[src/rtl/divider_pkg.sv]
// Shared CPU package: ALU operation types plus the divider state encoding and
// datapath width constants used by divider and div_step.
package divider_pkg;

   typedef enum logic [2:0] {
      ALU_ADD,
      ALU_ADC,
      ALU_SUB,
      ALU_SBB,
      ALU_AND,
      ALU_OR,
      ALU_XOR,
      ALU_CMP
   } alu_op_t;

   typedef enum logic [1:0] {
      DIV_IDLE,
      DIV_INIT,
      DIV_WORKING,
      DIV_FIXUP
   } div_state_t;

   localparam int DIV_W      = 16;
   localparam int BYTE_W     = 8;
   localparam int WORD_STEPS = 16;
   localparam int BYTE_STEPS = 8;
   localparam int CNT_W      = 4;

endpackage

[src/rtl/div_step.sv]
// One restoring-division step: shift the next dividend bit into the partial
// remainder, subtract the divisor if it fits, and emit the quotient bit.
module div_step
   import divider_pkg::*;
(
   input  logic [DIV_W-1:0] rem,
   input  logic             bit_in,
   input  logic [DIV_W-1:0] divisor,
   output logic [DIV_W-1:0] rem_next,
   output logic             q_bit
);

   logic [DIV_W:0] shifted;
   logic [DIV_W:0] diff;

   assign shifted = {rem, bit_in};
   assign diff    = shifted - {1'b0, divisor};

   // rem < divisor always holds, so shifted < 2*divisor and the top bit of
   // diff is purely the borrow.
   assign q_bit    = ~diff[DIV_W];
   assign rem_next = q_bit ? diff[DIV_W-1:0] : shifted[DIV_W-1:0];

endmodule

[src/rtl/divider.sv]
// 8086-style DIV/IDIV sequencer: byte or word restoring division, one quotient
// bit per cycle. Signed (IDIV) support is built only when DIVIDER_SIGNED_EN is defined.
module divider
   import divider_pkg::*;
(
   input  logic             clk,
   input  logic             reset_n,
   input  logic             start,
   input  logic             is_8_bit,
   input  logic             is_signed,
   input  logic [31:0]      dividend,
   input  logic [DIV_W-1:0] divisor,
   output logic [DIV_W-1:0] quotient,
   output logic [DIV_W-1:0] remainder,
   output logic             busy,
   output logic             complete,
   output logic             error
);

   div_state_t       state, state_next;
   logic [31:0]      dvd_q;
   logic [DIV_W-1:0] dvs_q, rem_q, low_q, quot_q, rmd_q;
   logic             byte_q;
   logic [CNT_W-1:0] cnt_q;
   logic             err_q;
   logic [31:0]      mag_dvd;
   logic [DIV_W-1:0] mag_dvs;
   logic             init_err;
   logic [DIV_W-1:0] step_rem;
   logic             step_q;
   logic [DIV_W-1:0] fix_q, fix_r;
   logic             fix_ovf;

`ifdef DIVIDER_SIGNED_EN
   logic             signed_q, neg_q_q, neg_r_q;
   logic             sd, sv;
   logic [31:0]      neg_dvd;
   logic [DIV_W-1:0] neg_dvs;

   assign neg_dvd = -dvd_q;
   assign neg_dvs = -dvs_q;
`else
   logic unused_signed;
   assign unused_signed = is_signed;
`endif

   div_step u_step (
      .rem      (rem_q),
      .bit_in   (low_q[DIV_W-1]),
      .divisor  (dvs_q),
      .rem_next (step_rem),
      .q_bit    (step_q)
   );

   // NOTE: every signal driven here gets a default first, so no path can infer a latch.
   always_comb begin
      mag_dvd = byte_q ? {16'h0, dvd_q[15:0]} : dvd_q;
      mag_dvs = byte_q ? {8'h0, dvs_q[BYTE_W-1:0]} : dvs_q;
`ifdef DIVIDER_SIGNED_EN
      sd = 1'b0;
      sv = 1'b0;
      if (signed_q) begin
         sd = byte_q ? dvd_q[15] : dvd_q[31];
         sv = byte_q ? dvs_q[BYTE_W-1] : dvs_q[DIV_W-1];
      end
      if (sd) mag_dvd = byte_q ? {16'h0, neg_dvd[15:0]} : neg_dvd;
      if (sv) mag_dvs = byte_q ? {8'h0, neg_dvs[BYTE_W-1:0]} : neg_dvs;
`endif
      // High half >= divisor covers both divide-by-zero and an unsigned quotient overflow.
      init_err = (mag_dvs == '0) ||
                 (byte_q ? (mag_dvd[15:8] >= mag_dvs[BYTE_W-1:0]) : (mag_dvd[31:16] >= mag_dvs));
   end

   always_comb begin
      fix_q   = low_q;
      fix_r   = rem_q;
      fix_ovf = 1'b0;
`ifdef DIVIDER_SIGNED_EN
      // Magnitude must fit n-1 bits; like the 8086, -2^(n-1) also traps.
      if (signed_q) fix_ovf = byte_q ? low_q[BYTE_W-1] : low_q[DIV_W-1];
      if (neg_q_q)  fix_q   = -low_q;
      if (neg_r_q)  fix_r   = -rem_q;
`endif
      if (byte_q) begin
         fix_q[DIV_W-1:BYTE_W] = '0;
         fix_r[DIV_W-1:BYTE_W] = '0;
      end
   end

   always_comb begin
      state_next = state;
      case (state)
         DIV_IDLE:    if (start) state_next = DIV_INIT;
         DIV_INIT:    state_next = init_err ? DIV_IDLE : DIV_WORKING;
         DIV_WORKING: if (cnt_q == '0) state_next = DIV_FIXUP;
         DIV_FIXUP:   state_next = DIV_IDLE;
         default:     state_next = DIV_IDLE;
      endcase
   end

   assign busy      = (state == DIV_INIT) || (state == DIV_WORKING);
   assign complete  = (state == DIV_FIXUP) && !fix_ovf;
   assign error     = err_q || ((state == DIV_FIXUP) && fix_ovf);
   assign quotient  = complete ? fix_q : quot_q;
   assign remainder = complete ? fix_r : rmd_q;

   // NOTE: sequential state uses <= so every flop updates from pre-edge values.
   always_ff @(posedge clk or negedge reset_n) begin
      if (!reset_n) begin
         state  <= DIV_IDLE;
         err_q  <= 1'b0;
         quot_q <= '0;
         rmd_q  <= '0;
      end else begin
         state <= state_next;
         err_q <= (state == DIV_INIT) && init_err;
         if (complete) begin
            quot_q <= fix_q;
            rmd_q  <= fix_r;
         end
      end
   end

   // NOTE: operand and working registers are only read in states that loaded them first, so they carry no reset.
   always_ff @(posedge clk) begin
      case (state)
         DIV_IDLE: begin
            if (start) begin
               dvd_q  <= dividend;
               dvs_q  <= divisor;
               byte_q <= is_8_bit;
`ifdef DIVIDER_SIGNED_EN
               signed_q <= is_signed;
`endif
            end
         end
         DIV_INIT: begin
            dvs_q <= mag_dvs;
            rem_q <= byte_q ? {8'h0, mag_dvd[15:8]} : mag_dvd[31:16];
            low_q <= byte_q ? {mag_dvd[7:0], 8'h0} : mag_dvd[15:0];
            cnt_q <= byte_q ? CNT_W'(BYTE_STEPS - 1) : CNT_W'(WORD_STEPS - 1);
`ifdef DIVIDER_SIGNED_EN
            neg_q_q <= sd ^ sv;
            neg_r_q <= sd;
`endif
         end
         DIV_WORKING: begin
            rem_q <= step_rem;
            low_q <= {low_q[DIV_W-2:0], step_q};
            cnt_q <= cnt_q - 1'b1;
         end
         default: ;
      endcase
   end

endmodule

[config.mk]
export PLATFORM = sky130hd
export DESIGN_NAME = divider
export DESIGN_NICKNAME = d
export VERILOG_FILES = /design/src/rtl/divider_pkg.sv /design/src/rtl/div_step.sv /design/src/rtl/divider.sv
export SDC_FILE = /design/constraint.sdc
export NUM_CORES = 1
export LEC_CHECK = 0
export BUFFER_PORTS_ARGS = -buffer_cell sky130_fd_sc_hd__buf_2
export CORE_MARGIN = 2
export CORE_UTILIZATION = 35
export DETAILED_ROUTE_END_ITERATION = 8
export PLACE_DENSITY_LB_ADDON = 0.25
export SLEW_MARGIN = 20
export SYNTH_ARGS = -nofsm -noshare
export SYNTH_HDL_FRONTEND = slang
export SYNTH_SLANG_ARGS = --single-unit
[constraint.sdc]
create_clock -name clk -period 5.4 [get_ports clk]
set_input_delay 0.81 -clock clk [delete_from_list [all_inputs] [get_ports clk]]
set_output_delay 0.81 -clock clk [all_outputs]
set_load 0.02 [all_outputs]
== Word-level counts from Yosys, hierarchy flattened ==
Index checks and enable logic that the tools add are counted.

* Bits in registers: 120
* Output and inout port bits: 35
* Logic and storage cells: 51

* $add $sub $neg: 2
* $lt $le $gt $ge: 2
* Equality and inequality tests: 5
* Mux-type cells: 20
* Bitwise logic cells: 1
* Reduce and logical (&&, ||, !) cells: 11

{| class="wikitable"
|+ Operators with widths
! kind !! count
|-
| 16-bit two-way mux || 7
|-
| 16-bit case mux with 2 select lines || 3
|-
| 32-bit two-way mux || 1
|-
| 17-bit by 16-bit subtractor with 17-bit output || 1
|-
| 16-bit >= comparator || 1
|-
| 16-bit zero test || 1
|-
| 8-bit two-way mux || 2
|-
| 8-bit >= comparator || 1
|-
| 2-bit case mux with 4 select lines || 1
|-
| 4-bit case mux with 2 select lines || 1
|-
| 2-bit two-way mux || 3
|-
| 2-bit AND reduction || 3
|-
| 2-bit == test (second input constant) || 2
|-
| 4-bit zero test || 1
|-
| 4-bit two-way mux || 1
|-
| 2-bit inequality test (second input constant) || 2
|-
| 2-bit nonzero test || 2
|-
| 4-bit by 1-bit subtractor with 4-bit output (second input constant) || 1
|-
| 2-bit by 1-bit == test with 1-bit output (second input constant) || 1
|-
| 2-bit zero test || 1
|-
| 1-bit logical OR || 2
|-
| 1-bit logical AND || 1
|-
| 1-bit two-way mux || 1
|-
| 1-bit NOT || 1
|}

== Depth between registers and ports, before layout ==
Gate-level depths: netlist of run 1.

* Depth after elaboration: 6
* Mapped depth: 11
* Depth with buffers taken out: 10

== By module ==
Synthesis of run 1 repeated with hierarchy kept, for this count alone.

* Cell total of the unflattened synthesis: 550
* Area, all modules: 6,456.2 µm²

{| class="wikitable"
|+ Modules (own cells, without submodules)
! module !! times used !! cells each !! area each (µm²) !! seq. area each (µm²)
|-
| divider || 1 || 422 || 5,444.0 || 3,428.3
|-
| div_step || 1 || 128 || 1,012.2 || 0.0
|}

== Least setup slack after synthesis of run 1 ==
Ideal clock, no wire load.

* Path type: reg-to-reg
* From: register dvs_q[0]
* To: register rem_q[1], data pin
* Arrival time: 2.512 ns
* Setup slack: 2.747 ns
* Cell stages (with the launch flop): 11
* Clock period less this slack: 2.653 ns
* Cells stage by stage: edfxtp_1 ha_1 fa_1 nand2b_1 a21oi_2 a31oi_4 o21a_4 xnor2_4 buf_6 mux2_4 a21oi_2

* Longest elaborated chain between the ends: 3

{| class="wikitable"
|+ Ends and longest elaborated chain
! what !! RTL line !! text
|-
| from (decl) || divider.sv:22 || <nowiki>logic [DIV_W-1:0] dvs_q, rem_q, low_q, quot_q, rmd_q;</nowiki>
|-
| from (signal assigned) || divider.sv:130 || <nowiki>dvs_q <= divisor;</nowiki>
|-
| from (signal assigned) || divider.sv:138 || <nowiki>dvs_q <= mag_dvs;</nowiki>
|-
| 17-bit by 16-bit subtractor with 17-bit output || div_step.sv:17 || <nowiki>assign diff = shifted - {1'b0, divisor};</nowiki>
|-
| 16-bit two-way mux || div_step.sv:22 || <nowiki>assign rem_next = q_bit ? diff[DIV_W-1:0] : shifted[DIV_W-1:0];</nowiki>
|-
| 16-bit case mux with 2 select lines || divider.sv:126 || <nowiki>case (state)</nowiki>
|-
| to (signal assigned) || divider.sv:139 || <nowiki>rem_q <= byte_q ? {8'h0, mag_dvd[15:8]} : mag_dvd[31:16];</nowiki>
|-
| to (signal assigned) || divider.sv:148 || <nowiki>rem_q <= step_rem;</nowiki>
|-
| to (decl) || divider.sv:22 ||
|}

Every way passes these cells.
A chain may end at the register's enable or synchronous reset.

== Final worst setup path of run 1 ==
* From: register state[0]
* To: output remainder[10]

* Longest elaborated chain between the ends: 2

{| class="wikitable"
|+ Ends and longest elaborated chain
! what !! RTL line !! text
|-
| from (decl) || divider.sv:20 || <nowiki>div_state_t state, state_next;</nowiki>
|-
| from (signal assigned) || divider.sv:115 || <nowiki>state <= state_next;</nowiki>
|-
| 2-bit == test || divider.sv:102 || <nowiki>assign complete = (state == DIV_FIXUP) && !fix_ovf;</nowiki>
|-
| 16-bit two-way mux || - ||
|-
| to (decl) || divider.sv:14 || <nowiki>output logic [DIV_W-1:0] remainder,</nowiki>
|}

Every way passes these cells.

==> impl_metrics.yaml, run 1 <==
die:
  start_util_pct: 35.7
  dieArea_sq_mm: 0.0194
  die_width_um: 139
  fp.coreArea_sq_mm: 0.0180
  io_pins: 88
  placementRows: 49
  die_h_um: 139
detailed_routing:
  routed_via_density: 5.00
  via_count: 4407
  drt_first_iter_violations: 359
  drc: 0
  detailedRoute.firstPassIterationCount: 5
  wirelength_um: 14900
  final_antenna_net_count: 0
  post_drt_wl_per_cell_um: 16.9
hold_path:
  hold_path_depth: 1
  min-delay-start: "quot_q[0]"
  worst_hold_path_type: "reg -> reg"
  hold_path_end: "quot_q[0]"
timing:
  post-route-period-util_pct: 64.0
  rsz0062_at_grt: "false"
  slew_headroom_pct: 42.0
  final_setup_violations: 0
  clock.fmax_mhz: 289
  timing.setup.tns_ns: 0
  post-route-worst-setup-slack_ns: 1.94
  layout_min_cycle_time_ns: 3.46
  worstMarginPinSlew_ns: 0.870
  maxSlewViolCount: 0
  hold_viol_final: 0
  clock_skew_ns: 0.00515
final_layout:
  fillCellCount: 1675
  drive_above_1_share_pct: 22.5
  num_antenna_cells: 0
  layout.nets: 738
  syn_to_final_growth_pct: 18.9
synthesis:
  top_cell_type_s_share_of_synthesized_area_pct: 39.8
  dominant_cell_by_count_in_the_synthesized_netlist: "sky130_fd_sc_hd__edfxtp_1"
  yosysSeqAreaShare_pct: 53.4
  asyncSetResetFlopFracSynth_pct: 29.2
  ys.flop_type: "sky130_fd_sc_hd__edfxtp_1"
  synth_cell_type_count: 52
  syn_avg_cell_area_sq_um: 11.7
  mappedNetlistNets: 648
  synthCells: 549
  post_synth_design_cell_area_sq_mm: 0.00642
  synth-edff-count: 85
  ys_seq_elements: 120
  synth_area_leaders: "sky130_fd_sc_hd__edfxtp_1 40%, sky130_fd_sc_hd__dfrtp_1 14%, sky130_fd_sc_hd__ha_1 8.8%, sky130_fd_sc_hd__mux2i_1 4.4%, sky130_fd_sc_hd__mux2_2 3.0%"
  total_number_of_yosys_warnings: 0
  top_cells_by_instance_count_after_synthesis: "85 x sky130_fd_sc_hd__edfxtp_1, 48 x sky130_fd_sc_hd__inv_1, 45 x sky130_fd_sc_hd__ha_1"
  synth_top_cell_by_area: "sky130_fd_sc_hd__edfxtp_1"
global_route:
  groute.usage.overall_pct: 16.2
  grt_start_max_net_pins: 61
  wire_length_of_the_first_global_routing_pass_um: 24700
  grt_overflow_total: 0
  antenna_found_initial: 0
  via_count_of_the_first_global_routing_pass: 4708
pwr:
  p_leak_nw: 3.22
  total_switching_power_w: 0.00212
  irDropWorstVdd_uv: 269
  share_seq_of_total_power_pct: 32.7
  powerDensity_mw_per_mm2: 685
  internal-power_w: 0.00310
  power_switching_share_pct: 40.6
  power.combinational.fraction_pct: 47.6
  clockPowerShare_pct: 19.7
cts:
  postCtsResizedCells: 0
  tritoncts: "done"
  total_of_hold_buffers_inserted_after_clock_tree_synthesis: 0
  number_of_levels_the_h_tree_was_split_into: 4
  numCtsBuffers: 17
  worst_skew_pair.late_latency_ns: 0.41
  postCtsSetupRepairBufs: 0
  clock_sink_count: 120
  clk_pin_slew_worst_paths_ns: 0.05
  clock-root-buffer: "sky130_fd_sc_hd__clkbuf_16"
  ctsLongestPathBuffers: 2
placed_design:
  finalWeightedCongestion: 0.882
  dpl_worst_slack_ns: 2.11
  placement.io_buffers: 86
  hpwl_um: 11000
critical_path:
  critical_path_class: "reg -> out"
  path_max_fanout: 38
  cp.arrival_ns: 2.65
  worst_setup_path_end_kind: "primary output"
  reg2reg_slack_ns: 2.11
  crit_required_ns: 4.59
  critical_path.reg2reg.startpoint: "dvs_q[0]"
  critPathLaunchType: "flip-flop"
  timing.rr.end: "rem_q[1]"
  rr_worst_depth: 9
job:
  cap_viol_max_count: 0
status:
  run_status: "completed"
-- final cells by class --
type	instances	area, sq um	share of cell area (%)
clock buffers	19	433	5.68
well taps	229	287	3.76
multi-input cells	360	2720	35.6
flip-flops and latches	120	3430	44.9
clock inverters	13	108	1.41
inverters	48	180	2.36
repair buffers	92	475	6.23
-- worst max-delay path by stage --
stage,end,cells past startpoint,from
after CTS,remainder[10],6,state[0]
after global placement,rem_q[8],9,dvs_q[0]
after floorplan,rem_q[1],10,dvs_q[0]
after detailed placement,rem_q[8],9,dvs_q[0]
after global routing,remainder[11],6,state[0]
final,remainder[10],6,state[0]
-- state kept, by name, summed over array words and instances (netlist names), named ones only --
register,count
dvd_q,32
dvs_q,16
low_q,16
quot_q,16
rem_q,16
rmd_q,16
cnt_q,4
byte_q,1
error,1
state,1
-- worst max-delay path: stages (launching register included) --
cell	delay [ns]
sky130_fd_sc_hd__dfrtp_1	0.44
sky130_fd_sc_hd__ha_1	0.39
sky130_fd_sc_hd__buf_4	0.46
sky130_fd_sc_hd__nor2b_1	0.50
sky130_fd_sc_hd__nand2_1	0.10
sky130_fd_sc_hd__o21ai_0	0.12
sky130_fd_sc_hd__buf_2	0.21
-- routing by layer --
layer | global-route usage (%) | up-vias | routed length (um)
met4 | 6.01 | 0 | 239
met2 | 24.5 | 110 | 6700
met1 | 22.9 | 2110 | 7310
met3 | 3.54 | 21 | 684
met5 | 0 | - | 0
li1 | - | 2166 | -
-- logic make-up after synthesis --
kind of cell / share of synthesized area (%)
compound gates: 12.1
simple gates: 10.9
xor+xnor: 2.61
mux: 7.59
fa+ha+maj: 9.09
flops: 53.4
buf+inv: 4.27
-- power groups by stage --
stage               sequential, W  combinational [W]  clock [W]
finish                    0.00171            0.00249    0.00103
global route              0.00175            0.00277    0.00110
CTS                       0.00171            0.00250    0.00106
detailed placement        0.00172            0.00249          0
global placement          0.00171            0.00245          0
floorplan                 0.00163            0.00195          0
-- layout by cell type (no fill, tap or decap), types with 9 or more instances in the layout --
| cell type | instances |
|---|---|
| sky130_fd_sc_hd__a21oi_1 | 34 |
| sky130_fd_sc_hd__buf_2 | 86 |
| sky130_fd_sc_hd__clkbuf_16 | 17 |
| sky130_fd_sc_hd__dfrtp_1 | 35 |
| sky130_fd_sc_hd__edfxtp_1 | 85 |
| sky130_fd_sc_hd__ha_1 | 44 |
| sky130_fd_sc_hd__inv_1 | 48 |
| sky130_fd_sc_hd__mux2_2 | 17 |
| sky130_fd_sc_hd__mux2i_1 | 28 |
| sky130_fd_sc_hd__nand2_1 | 37 |
| sky130_fd_sc_hd__nand2b_1 | 16 |
| sky130_fd_sc_hd__nand3b_1 | 10 |
| sky130_fd_sc_hd__nor2_1 | 16 |
| sky130_fd_sc_hd__nor2b_1 | 30 |
| sky130_fd_sc_hd__o21ai_0 | 33 |
| sky130_fd_sc_hd__xnor2_1 | 9 |
-- stage by stage --
step	hold slack [ns]	power [W]	instances	cell area, sq um	utilization (%)
floorplan	0.494	0.00359	549	6420	-
global placement	0.481	0.00416	849	7090	39.5
detailed placement	0.484	0.00421	849	7090	39.5
CTS	0.498	0.00527	881	7630	42.5
global route	0.502	0.00563	881	7630	42.5
finish	0.493	0.00522	881	7630	42.5
Power figures use the tool's default switching activity.
==> run 2: changes to the inputs <==
--- a/config.mk
+++ b/config.mk
@@ -5,6 +5,7 @@
 export SDC_FILE = /design/constraint.sdc
 export NUM_CORES = 1
 export LEC_CHECK = 0
+export ABC_AREA = 1
 export BUFFER_PORTS_ARGS = -buffer_cell sky130_fd_sc_hd__buf_2
 export CORE_MARGIN = 2
 export CORE_UTILIZATION = 35
==> constraint.sdc (replaced) <==
create_clock -name clk -period 3.4 [get_ports clk]
set_input_delay 0.51 -clock clk [delete_from_list [all_inputs] [get_ports clk]]
set_output_delay 0.51 -clock clk [all_outputs]
set_load 0.02 [all_outputs]
==> run 2 against run 1 <==
Against the previous run: via count grew 20%; worst hold slack got worse by 0.28 ns; largest cell class unchanged; final cell count rose by 30%; critical path type unchanged; flip-flop and latch count did not move; count of clock-buffer cells in the layout increased by 5; clock power grew 61%; setup slack got worse by 1.5 ns; register-to-register slack lost 1.5 ns.
==> impl_metrics.yaml, run 2 <==
die:
  placementRows: 50
  io_pins: 88
  fp.coreArea_sq_mm: 0.0188
  dieArea_sq_mm: 0.0204
  die_width_um: 143
  start_util_pct: 35.9
  die_h_um: 143
timing:
  fin_hold_ws_ns: 0.217
  hold_viol_final: 0
  layout_min_cycle_time_ns: 2.94
  slew_headroom_pct: 39.9
  clock.fmax_mhz: 340
  final_setup_violations: 0
  maxSlewViolCount: 0
  timing.setup.tns_ns: 0
  rsz0062_at_grt: "false"
  worstMarginPinSlew_ns: 0.902
  post-route-period-util_pct: 86.4
  clock_skew_ns: 0.00852
synthesis:
  synthCells: 781
  synth-edff-count: 85
  yosysSeqAreaShare_pct: 50.8
  top_cells_by_instance_count_after_synthesis: "191 x sky130_fd_sc_hd__nand2_1, 142 x sky130_fd_sc_hd__inv_1, 85 x sky130_fd_sc_hd__edfxtp_1"
  mappedNetlistNets: 880
  synth_cell_type_count: 33
  ys.flop_type: "sky130_fd_sc_hd__edfxtp_1"
  synth_top_cell_by_area: "sky130_fd_sc_hd__edfxtp_1"
  top_cell_type_s_share_of_synthesized_area_pct: 37.8
  ys_seq_elements: 120
  synth_area_leaders: "sky130_fd_sc_hd__edfxtp_1 38%, sky130_fd_sc_hd__dfrtp_1 13%, sky130_fd_sc_hd__nand2_1 11%, sky130_fd_sc_hd__ha_1 8.3%, sky130_fd_sc_hd__inv_1 7.9%"
  post_synth_design_cell_area_sq_mm: 0.00676
  asyncSetResetFlopFracSynth_pct: 29.2
  syn_avg_cell_area_sq_um: 8.65
  total_number_of_yosys_warnings: 0
  dominant_cell_by_count_in_the_synthesized_netlist: "sky130_fd_sc_hd__nand2_1"
cts:
  numCtsBuffers: 17
  clock_sink_count: 120
  number_of_levels_the_h_tree_was_split_into: 4
  tritoncts: "done"
  total_of_hold_buffers_inserted_after_clock_tree_synthesis: 0
  ctsLongestPathBuffers: 2
  clock-root-buffer: "sky130_fd_sc_hd__clkbuf_16"
  worst_skew_pair.late_latency_ns: 0.43
  postCtsSetupRepairBufs: 0
  clk_pin_slew_worst_paths_ns: 0.05
  postCtsResizedCells: 0
placed_design:
  placement.io_buffers: 86
  hpwl_um: 13000
  placed_area_sq_mm: 0.00748
  finalWeightedCongestion: 0.912
  placed_instance_count: 1115
critical_path:
  cp_top_family: "simple AND/OR/NAND/NOR gates"
  crit_required_ns: 2.89
  crit_slowest_cell: "sky130_fd_sc_hd__nand2_1"
  cp_slowest_stage_delay_ns: 0.51
  critPathLaunchType: "flip-flop"
  worst_setup_path_end_kind: "primary output"
  critical_path_class: "reg -> out"
  cp.arrival_ns: 2.43
  path_max_fanout: 15
  cp.buffers_inverters: 1
  path_cells: "ha_2 > nand2_1 > o22ai_1 > buf_2"
pwr:
  tot_pwr_w: 0.00854
  powerDensity_mw_per_mm2: 1070
  irDropWorstVdd_uv: 445
  p_leak_nw: 3.96
detailed_routing:
  via_count: 5270
  drt_first_iter_violations: 380
  detailedRoute.firstPassIterationCount: 4
  final_antenna_net_count: 0
  drc: 0
  post_drt_wl_per_cell_um: 15.3
  wirelength_um: 17500
  routed_via_density: 4.59
final_layout:
  layout.cells.most_common_list: "191 x sky130_fd_sc_hd__nand2_1, 142 x sky130_fd_sc_hd__inv_1, 86 x sky130_fd_sc_hd__buf_2, 85 x sky130_fd_sc_hd__edfxtp_1, 58 x sky130_fd_sc_hd__nor2_1"
  fillCellCount: 1887
  largest-register: "dvd_q"
  drive_above_1_share_pct: 16.2
  syn_to_final_growth_pct: 18.7
  design_area_sq_mm: 0.00802
  instances_no_fill: 1147
  num_antenna_cells: 0
  final_common_cell: "sky130_fd_sc_hd__nand2_1"
  largest_register_ffs: 32
  layout.nets: 973
global_route:
  groute.usage.overall_pct: 17.9
  via_count_of_the_first_global_routing_pass: 5126
  wire_length_of_the_first_global_routing_pass_um: 27300
  grt_start_max_net_pins: 37
  antenna_found_initial: 0
  grt_overflow_total: 0
status:
  run_status: "completed"
hold_path:
  worst_hold_path_type: "in -> async"
job:
  cap_viol_max_count: 0
[run 2: cells by family after synthesis]
kind of cell	count (synthesis)	share of synthesized area, %
simple gates	333	20.7
compound gates	101	8.04
flops	120	50.8
mux	8	1.33
xor+xnor	6	0.778
fa+ha+maj	46	8.63
buf+inv	167	9.74
[run 2: routing by layer]
| layer | global-route usage (%) | share of wire (%) | up-vias |
|---|---|---|---|
| met5 | 0 | 0 | - |
| met4 | 5.63 | 1.4 | 0 |
| met3 | 3.96 | 5.0 | 19 |
| met2 | 27.5 | 45 | 123 |
| met1 | 25.3 | 49 | 2405 |
| li1 | - | - | 2723 |
[run 2: final cells by class]
| type | count | area [sq um] | area share, % |
|---|---|---|---|
| clock buffer | 24 | 462 | 5.76 |
| sequential | 120 | 3430 | 42.8 |
| clock inverter | 8 | 75.1 | 0.937 |
| tap | 260 | 325 | 4.06 |
| inverter | 144 | 541 | 6.74 |
| timing repair buffer | 97 | 513 | 6.40 |
| multi-input combinational | 494 | 2670 | 33.3 |
[run 2: worst reg2reg max path, stage by stage (launching register included)]
cell and delay, ns:
sky130_fd_sc_hd__edfxtp_1 0.48, sky130_fd_sc_hd__ha_1 0.28, sky130_fd_sc_hd__fa_1 0.42, sky130_fd_sc_hd__inv_1 0.12
sky130_fd_sc_hd__nand2_1 0.06, sky130_fd_sc_hd__nand2_1 0.11, sky130_fd_sc_hd__nand3_1 0.13, sky130_fd_sc_hd__nand2_2 0.11
sky130_fd_sc_hd__nand2_2 0.06, sky130_fd_sc_hd__nand3_1 0.25, sky130_fd_sc_hd__buf_4 0.23, sky130_fd_sc_hd__nand3_1 0.08
sky130_fd_sc_hd__nand3_1 0.12, sky130_fd_sc_hd__nand2_1 0.06
[run 2: final timing paths]
check | endpoint | slack (ns) | cells after the start | startpoint
worst max-delay path | quotient[15] | 0.46 | 4 | state[0]
worst min-delay path | rmd_q[14] | 0.22 | 1 | reset_n
worst max register to register | rem_q[12] | 0.65 | 13 | dvs_q[0]
worst min register to register | quot_q[2] | 0.49 | 1 | quot_q[2]
max in group asynchronous | rmd_q[0] | 2.62 | 1 | reset_n
min in group clk | dvd_q[22] | 0.25 | 1 | dividend[22]
[run 2: report_power, final]
| part | switching, W | internal, W | total, W |
|---|---|---|---|
| logic | 0.00288 | 0.00140 | 0.00428 |
| clock network | 0.000645 | 0.00102 | 0.00166 |
| registers | 0.000259 | 0.00234 | 0.00259 |
[run 2: metrics by stage]
stage	utilization, %	setup slack, ns
floorplan	-	1.08
global placement	39.7	0.704
detailed placement	39.7	0.660
CTS	42.6	0.380
global route	42.6	0.266
finish	42.6	0.463
